`src/rtl/i2s_tx.sv`:
```
// I2S (Philips format) transmitter: a 32-bit frame FIFO feeds a serializer whose bit
// clock is divided down from WB_CLK. Left word in [31:16], right in [15:0], MSB first.
module i2s_tx #(
   parameter int unsigned CLK_DIV_HALF = 4,
   parameter int unsigned FIFO_DEPTH   = 4
) (
   input  logic        WB_CLK,
   input  logic        WB_RST_n,
   input  logic        Enable_i,
   input  logic [31:0] Smp_Data_i,
   input  logic        Smp_Valid_i,
   output logic        Smp_Ready_o,
   output logic [4:0]  FIFO_Level_o,
   input  logic        Underrun_Clr_i,
   output logic        Underrun_o,
   output logic        Frame_Done_o,
   output logic        I2S_CLK_o,
   output logic        I2S_WS_CLK_o,
   output logic        I2S_DOUT_o,
   output logic        Dbg_State_o
);

   localparam int          PW       = (FIFO_DEPTH > 2) ? $clog2(FIFO_DEPTH) : 1;
   localparam logic [PW-1:0] PTR_ONE = PW'(1);
   localparam logic [7:0]  DIV_LAST = 8'(CLK_DIV_HALF - 1);
   localparam logic [4:0]  DEPTH5   = 5'(FIFO_DEPTH);

   typedef enum logic {
      IDLE = 1'b0,
      RUN  = 1'b1
   } state_t;

   state_t state_q, state_d;

   logic [31:0]   mem [FIFO_DEPTH];
   logic [PW-1:0] wr_ptr, rd_ptr;
   logic [4:0]    level;
   logic [7:0]    div_cnt;
   logic [4:0]    slot;
   logic [31:0]   shifter;

   logic          push, pop, running, div_wrap, fall_tick, load;
   logic [4:0]    slot_nxt;
   logic [31:0]   shift_nxt;

   // Sample handshake: a frame is taken on every WB_CLK edge where Smp_Valid_i and
   // Smp_Ready_o are both high; Smp_Ready_o depends only on the FIFO level.
   assign Smp_Ready_o  = (level < DEPTH5);
   assign FIFO_Level_o = level;
   assign Dbg_State_o  = (state_q == RUN);

   always_ff @(posedge WB_CLK or negedge WB_RST_n) begin
      if (!WB_RST_n) begin
         state_q <= IDLE;
      end else begin
         state_q <= state_d;
      end
   end

   always_comb begin
      state_d   = state_q;
      running   = 1'b0;
      div_wrap  = 1'b0;
      fall_tick = 1'b0;
      load      = 1'b0;
      pop       = 1'b0;
      push      = 1'b0;
      slot_nxt  = slot + 5'd1;
      shift_nxt = shifter;

      case (state_q)
         IDLE:    if (Enable_i)  state_d = RUN;
         RUN:     if (!Enable_i) state_d = IDLE;
         default: state_d = IDLE;
      endcase

      // Dropping Enable_i in RUN stops the serializer at this edge, so no tick fires.
      running   = (state_q == RUN) && Enable_i;
      div_wrap  = running && (div_cnt == DIV_LAST);
      fall_tick = div_wrap && I2S_CLK_o;
      load      = fall_tick && (slot == 5'd31);
      // Occupancy before this edge decides the load, so a same-cycle push cannot feed it.
      pop       = load && (level != 5'd0);
      push      = Smp_Valid_i && Smp_Ready_o;

      if (load) begin
         shift_nxt = pop ? mem[rd_ptr] : 32'h0;
      end
   end

   always_ff @(posedge WB_CLK) begin
      if (push) begin
         mem[wr_ptr] <= Smp_Data_i;
      end
   end

   always_ff @(posedge WB_CLK or negedge WB_RST_n) begin
      if (!WB_RST_n) begin
         wr_ptr <= '0;
         rd_ptr <= '0;
         level  <= '0;
      end else begin
         if (push) wr_ptr <= wr_ptr + PTR_ONE;
         if (pop)  rd_ptr <= rd_ptr + PTR_ONE;
         case ({push, pop})
            2'b10:   level <= level + 5'd1;
            2'b01:   level <= level - 5'd1;
            default: level <= level;
         endcase
      end
   end

   always_ff @(posedge WB_CLK or negedge WB_RST_n) begin
      if (!WB_RST_n) begin
         div_cnt      <= 8'd0;
         slot         <= 5'd31;
         shifter      <= 32'h0;
         I2S_CLK_o    <= 1'b0;
         I2S_WS_CLK_o <= 1'b0;
         I2S_DOUT_o   <= 1'b0;
         Frame_Done_o <= 1'b0;
         Underrun_o   <= 1'b0;
      end else begin
         Frame_Done_o <= load;

         if (!running) begin
            div_cnt      <= 8'd0;
            slot         <= 5'd31;
            I2S_CLK_o    <= 1'b0;
            I2S_WS_CLK_o <= 1'b0;
            I2S_DOUT_o   <= 1'b0;
         end else begin
            if (div_wrap) begin
               div_cnt   <= 8'd0;
               I2S_CLK_o <= ~I2S_CLK_o;
            end else begin
               div_cnt <= div_cnt + 8'd1;
            end
            // WS leads data by one bit: it flips on slot 15/31, data word changes on 16/0.
            if (fall_tick) begin
               slot         <= slot_nxt;
               shifter      <= shift_nxt;
               I2S_WS_CLK_o <= (slot_nxt >= 5'd15) && (slot_nxt <= 5'd30);
               I2S_DOUT_o   <= shift_nxt[5'd31 - slot_nxt];
            end
         end

         if (load && !pop) begin
            Underrun_o <= 1'b1;
         end else if (Underrun_Clr_i) begin
            Underrun_o <= 1'b0;
         end
      end
   end

endmodule
```
`config.mk`:
```
export PLATFORM = sky130hd
export DESIGN_NAME = i2s_tx
export DESIGN_NICKNAME = d
export VERILOG_FILES = /design/src/rtl/i2s_tx.sv
export SDC_FILE = /design/constraint.sdc
export NUM_CORES = 1
export LEC_CHECK = 0
export CAP_MARGIN = 20
export CORE_UTILIZATION = 53
export CTS_CLUSTER_DIAMETER = 80
export CTS_CLUSTER_SIZE = 30
export DETAILED_ROUTE_END_ITERATION = 10
export GPL_ROUTABILITY_DRIVEN = 1
export MAX_ROUTING_LAYER = met4
export PLACE_DENSITY = 0.85
export SETUP_SLACK_MARGIN = 0.5
export SLEW_MARGIN = 5
export SYNTH_ARGS = -nofsm -noshare
export SYNTH_HDL_FRONTEND = slang
export SYNTH_SLANG_ARGS = --single-unit
```
`constraint.sdc`:
```
create_clock -name WB_CLK -period 3.3 [get_ports WB_CLK]
set_clock_uncertainty 0.15 [all_clocks]
set_input_delay 0.66 -clock WB_CLK [delete_from_list [all_inputs] [get_ports WB_CLK]]
set_output_delay 0.66 -clock WB_CLK [all_outputs]
set_load 0.005 [all_outputs]
```
; Yosys cells after proc, flatten, opt, wreduce, memory -nomap -nowiden
; Memory sizes are Yosys's and may differ from the RTL's.
; Index checks and enable logic that the tools add are counted.
[totals]
ramBits = 128
memories = 1
in_bits = 37
ff_bits = 60
elab_cells = 64
out_inout_bits = 12
[op_classes]
mux = 20
reduce_logical = 13
n_addsub = 7
magnitude_cmp = 4
n_eq_ne = 6
bitwise_logic = 1
[memory_table]
columns = name, words, width, read_ports, rd_ports_with_merged_regs, wr, line
row1 = mem, 4, 32, 1, 0, 1, 35  ; logic [31:0] mem [FIFO_DEPTH];
[ops]
columns = cell, count
row1 = $mux 32, 2
row2 = $mux 8, 2
row3 = $mux 1, 12
row4 = $add 5x1->5 const B, 2
row5 = $mux 5, 2
row6 = $pmux 5 s2, 1
row7 = $add 8x1->8 const B, 1
row8 = $eq 8x2->1 const B, 1
row9 = $logic_and 1x1->1, 8
row10 = $lt 5x6->1 const B, 1
row11 = $bmux 1 s5, 1
row12 = $eq 5x5->1 const B, 1
row13 = $ge 5x4->1 const B, 1
row14 = $le 5x5->1 const B, 1
row15 = $lt 5x3->1 const B, 1
row16 = $reduce_bool 5->1, 1
row17 = $sub 5x1->5 const B, 1
row18 = $sub 5x5->5 const A, 1
row19 = $add 2x1->2 const B, 2
row20 = $ne 2x1->1 const B, 2
row21 = $reduce_bool 2->1, 2
row22 = $eq 2x1->1 const B, 1
row23 = $eq 2x2->1 const B, 1
row24 = $reduce_and 2->1, 1
row25 = other kinds (2), 2

; Depth between registers and ports, before layout
[depth]
depth_word = 11
mapped_depth = 18
ltp_nobuf = 15

; Worst setup path before layout
; Ideal clock, no wire load.
[synth_timing]
path_type = register to register
from = register slot[1]
to = register level[4] (netlist: FIFO_Level_o[4])
setup_ns = 0.127
setup_slack_ns = 0.056
required_ns = 3.023
arrival_time_ns = 2.967
path_stages_with_launch = 19
path_buffers = 3
cell_sequence = dfstp_2 > ha_1 > and3_1 > ha_1 > and4_1 > buf_6 > nand2_4 > inv_4 > buf_8 > buf_6 > ha_1 > inv_1 > fa_1 > inv_1 > a21o_1 > a21oi_1 > xnor2_1 > nor2_1 > xor2_1
[synth_between]
elab_chain_cells = 5
elab_cells_between_ends = 7
[synth_lines]
columns = item, line
row1 = start: declaration, 39  ; logic [4:0] slot;
row2 = start signal: assignment, 141  ; slot <= slot_nxt;
row3 = $eq 5x5->1 *, 81  ; load = fall_tick && (slot == 5'd31);
row4 = $logic_and 1x1->1 *, 81
row5 = net load, 42  ; logic push, pop, running, div_wrap, fall_tick, load;
row6 = $logic_and 1x1->1 *, 83  ; pop = load && (level != 5'd0);
row7 = net pop, 42
row8 = $eq 2x1->1 or $eq 2x2->1 (tied branches), 105  ; case ({push, pop})
row9 = $pmux 5 s2 or $reduce_bool 2->1 (tied branches), -
row10 = end signal: assignment, 106  ; 2'b10: level <= level + 5'd1;
row11 = end signal: assignment, 107  ; 2'b01: level <= level - 5'd1;
row12 = end signal: assignment, 108  ; default: level <= level;
row13 = end: declaration, 37  ; logic [4:0] level;
; The timed path passes the listed nets; every way through them passes the cells marked *.
; A chain may end at the register's enable or synchronous reset.

; Worst setup path in the final report
[layout_timing]
from = input port Enable_i
to = register I2S_DOUT_o
[layout_between]
elab_chain_cells = 11
elab_cells_between_ends = 12
[layout_lines]
columns = item, line
row1 = start: declaration, 9  ; input logic Enable_i,
row2 = $logic_and 1x1->1 *, 78  ; running = (state_q == RUN) && Enable_i;
row3 = $logic_and 1x1->1, 79  ; div_wrap = running && (div_cnt == DIV_LAST);
row4 = $logic_and 1x1->1, 80  ; fall_tick = div_wrap && I2S_CLK_o;
row5 = $logic_and 1x1->1, 81
row6 = $logic_and 1x1->1, 83
row7 = $mux 32, 87  ; shift_nxt = pop ? mem[rd_ptr] : 32'h0;
row8 = $mux 32, 86  ; if (load) begin
row9 = $bmux 1 s5, 144  ; I2S_DOUT_o <= shift_nxt[5'd31 - slot_nxt];
row10 = $mux 1 (implied by the code), 144
row11 = $mux 1, 140  ; if (fall_tick) begin
row12 = $mux 1, 126  ; if (!running) begin
row13 = end signal: assignment, 144
row14 = end: declaration, 19  ; output logic I2S_DOUT_o,
; Every way passes the cells marked *; elsewhere a longest branch is shown, timed or not. The select of a mux whose other input is x is not followed.

==> metrics <==
status=complete, no violations; Post-Synth Simple-Gate Area=6.18%; Post-Synth XOR/XNOR Area=2.39%; ratio of cells with drive above 1 in the final layout=24.1%; CP peak stage delay=0.47 ns; minimum hold slack=0.321 ns; top cells by area, synth=edfxtp_1, dfrtp_1, mux4_2; actual slew at the worst max-slew pin=0.789 ns; CTS H-tree depth=4; period utilization=84.8%; pin count of the biggest net entering global routing=33; Sw Ratio=25.2%; Worst-path clk slew=0.07 ns; Power Density=609 nW/um^2; peak supply drop=0.000361 V; register area share after synthesis=69.6%; Required @ worst endpoint=3.47 ns; adder-cell share of the synthesized area=2.21%; crit-path max FO=30; Core Box Area=14000 sq um; Setup crit end kind=flip-flop; global placement routability congestion=0.899; worst-path cell chain=clkdlybuf4s50_1 > and3_4 > and4_4 > nand2_4 > inv_4 > buf_12 > a22o_1 > mux4_2 > nor2_1 > o2111ai_1 > o311a_1; Placed Instances=665; startpoint types=input pin; Area Growth Syn to Fin=18.6%; vias in the first global route=4388; LEAKAGE=0.00336 uW; Fmax=357 MHz; Routed WL=14500 um; total area of sequential cells=5350 sq um; Ys Warns=0; Fill cells=907; Total GRT Usage=22.0%; Die Width=122 um; post-synthesis cell type count=54; clock root cell=clkbuf_16; max_cap viols=0; Initial Util=54.8%; largest family of logic cells by synthesized area=multiplexers; # clock sinks=188; Overall Power=5550 uW; Multi-input gate area=2240 sq um; DP HPWL=9120 um; area share of the largest cell type after synthesis=50.0%; Final Setup Violations=0; I/O pin count=49; WP data arrival=2.96 ns; Logic pwr share=13.0%; ANT cells=0; Mapped Area=7690 sq um; I/O Buffers=48; Reg power frac=53.5%; clk_lat worst skew=0.43 ns; Antenna Nets Post-Route=0; total CTS buffers=17; post-synthesis register bit count=188; Post-Route Setup TNS=0 ns; HP Class=reg -> reg; die height=122 um; post-layout util=64.9%; 1st-pass router iterations=5; Synth Area in Compound Gates=6.60%; Yosys top cell by area=edfxtp_1; syn nets=490; TritonCTS clock tree=done; Crit-path slowest cell=clkdlybuf4s50_1; Final Slew Violations=0; via/cell ratio=5.83; fin crit period=2.80 ns; Layout Nets=565; mux share of post-synthesis cell area=10.6%; Hold Vio Cnt, Final=0; Synth Instances=440; Mean Syn Cell Area=17.5 sq um; initial antenna violation count=0; Clk pwr share=33.5%; Slew HR=47.0%; non-filler cells, final=708; Via Count=4130; 1st-iter DRT viols=303; total gr overflow=0; CP Class=in -> reg; detailed-route DRC error count=0; RSZ-0062 raised after global routing=yes; global-route wire length before repair=23100 um; maximum buffer depth of the clock tree=2; P_int=4150 uW; die footprint=15000 sq um; num rows=43; Routed wire per std cell=20.5 um; Psw=1400 uW
-- layout make-up --
class / count / area share (%)
sequential: 188 / 58.7
multi-input combinational: 221 / 24.6
timing repair buffer: 77 / 7.85
clock buffer: 18 / 4.71
tap: 180 / 2.47
clock inverter: 14 / 1.25
inverter: 10 / 0.467
-- registers in the layout (all words and copies together), names as in the netlist --
| name | flops |
|---|---|
| Underrun_o | 1 |
| Frame_Done_o | 1 |
| rd_ptr | 2 |
| FIFO_Level_o | 5 |
| wr_ptr | 2 |
| mem | 128 |
| Dbg_State_o | 1 |
| shifter | 32 |
| I2S_DOUT_o | 1 |
| I2S_WS_CLK_o | 1 |
| div_cnt | 8 |
| I2S_CLK_o | 1 |
| slot | 5 |
-- power groups by stage --
stage                     sequential (uW)  clock [uW]  combinational, uW
after global placement               2990           0                653
after floorplan                      2990           0                368
after CTS                            2970        1900                694
final                                2970        1860                723
after global routing                 2990        1990                801
after detailed placement             3020           0                683
-- cells in the mapped netlist (all sizes together) --
library cell  instances
a2111o                2
a2111oi               1
a211o                 1
a21o                  4
a21oi                 6
a22o                 28
a31oi                 1
a32oi                 1
and2                  2
and3                 11
and4                  1
buf                  14
clkbuf                7
dfrtp                55
dfstp                 5
edfxtp              128
fa                    1
ha                   12
inv                  10
mux2                  1
mux2i                 4
mux4                 34
nand2                26
nand2b                2
nand3                10
nand3b                1
nand4                 1
nor2                 20
nor3                  7
nor3b                 2
nor4                  2
o2111a                1
o2111ai               1
o211ai                3
o21a                  1
o21ai                 8
o22ai                 1
o311a                 1
o41ai                 1
or2                   1
or3                   1
xnor2                 8
xor2                 13
-- worst paths after layout --
check	cells past startpoint	slack [ns]	endpoint	start
worst min register to register	2	0.32	shifter[16]$_DFFE_PN0P_	shifter[16]$_DFFE_PN0P_
worst min-delay path	2	0.32	shifter[16]$_DFFE_PN0P_	shifter[16]$_DFFE_PN0P_
worst max-delay path	11	0.50	I2S_DOUT_o$_DFFE_PN0P_	Enable_i
worst max register to register	15	0.51	FIFO_Level_o[4]$_DFFE_PN0P_	slot[0]$_DFFE_PN1P_
max in group asynchronous	3	1.82	slot[3]$_DFFE_PN1P_	WB_RST_n
min in group asynchronous	2	0.50	div_cnt[1]$_DFF_PN0_	WB_RST_n
-- per-stage QoR --
step           worst slack [ns]  area (sq um)
2_1_floorplan             0.283          7740
3_3_place_gp             0.0915          8440
6_report                  0.502          9120
3_5_place_dp            -0.0197          8440
5_1_grt                   0.409          9120
4_1_cts                   0.434          9060
-- layout by cell type (no fill, tap or decap), drive strengths merged, types with 6 or more instances in the layout --
master         instances
edfxtp               128
dfrtp                 55
clkdlybuf4s50         47
mux4                  34
buf                   29
a22o                  28
nand2                 26
nor2                  20
clkbuf                18
inv                   15
xor2                  13
ha                    12
and3                  11
nand3                 10
o21ai                  8
xnor2                  8
clkinv                 8
nor3                   7
a21oi                  6
-- kinds of logic (layout without fill, tap and decap cells) --
| kind of cell | Yosys count | count (layout) |
|---|---|---|
| buf+inv | 31 | 119 |
| simple gates | 87 | 87 |
| mux | 39 | 39 |
| flops | 188 | 188 |
| compound gates | 61 | 61 |
| xor+xnor | 21 | 21 |
| fa+ha+maj | 13 | 13 |
-- timing repair --
item,in CTS,in global routing
endpoints found under the setup margin,2,3
pin swaps,9,9
gates resized for setup,7,7
hold buffers,1,0
endpoints found under the hold margin,13,0
setup buffers,6,4
-- layer usage --
metal	global-route usage, %	part of all wire (%)	vias to the layer above
met2	34.6	51	128
met3	5.34	4.9	27
met4	9.60	2.7	0
li1	-	-	1876
met1	27.2	41	2099
met5	-	0	-
-- critical path, delay by kind of cell --
| family | cells | cell delay, ns |
|---|---|---|
| AO/OA/AOI/OAI | 3 | 0.55 |
| multiplexers | 1 | 0.46 |
| AND/OR/NAND/NOR | 4 | 0.59 |
| buffers and inverters | 3 | 0.68 |
No activity file was read; power rests on OpenSTA's default activity.
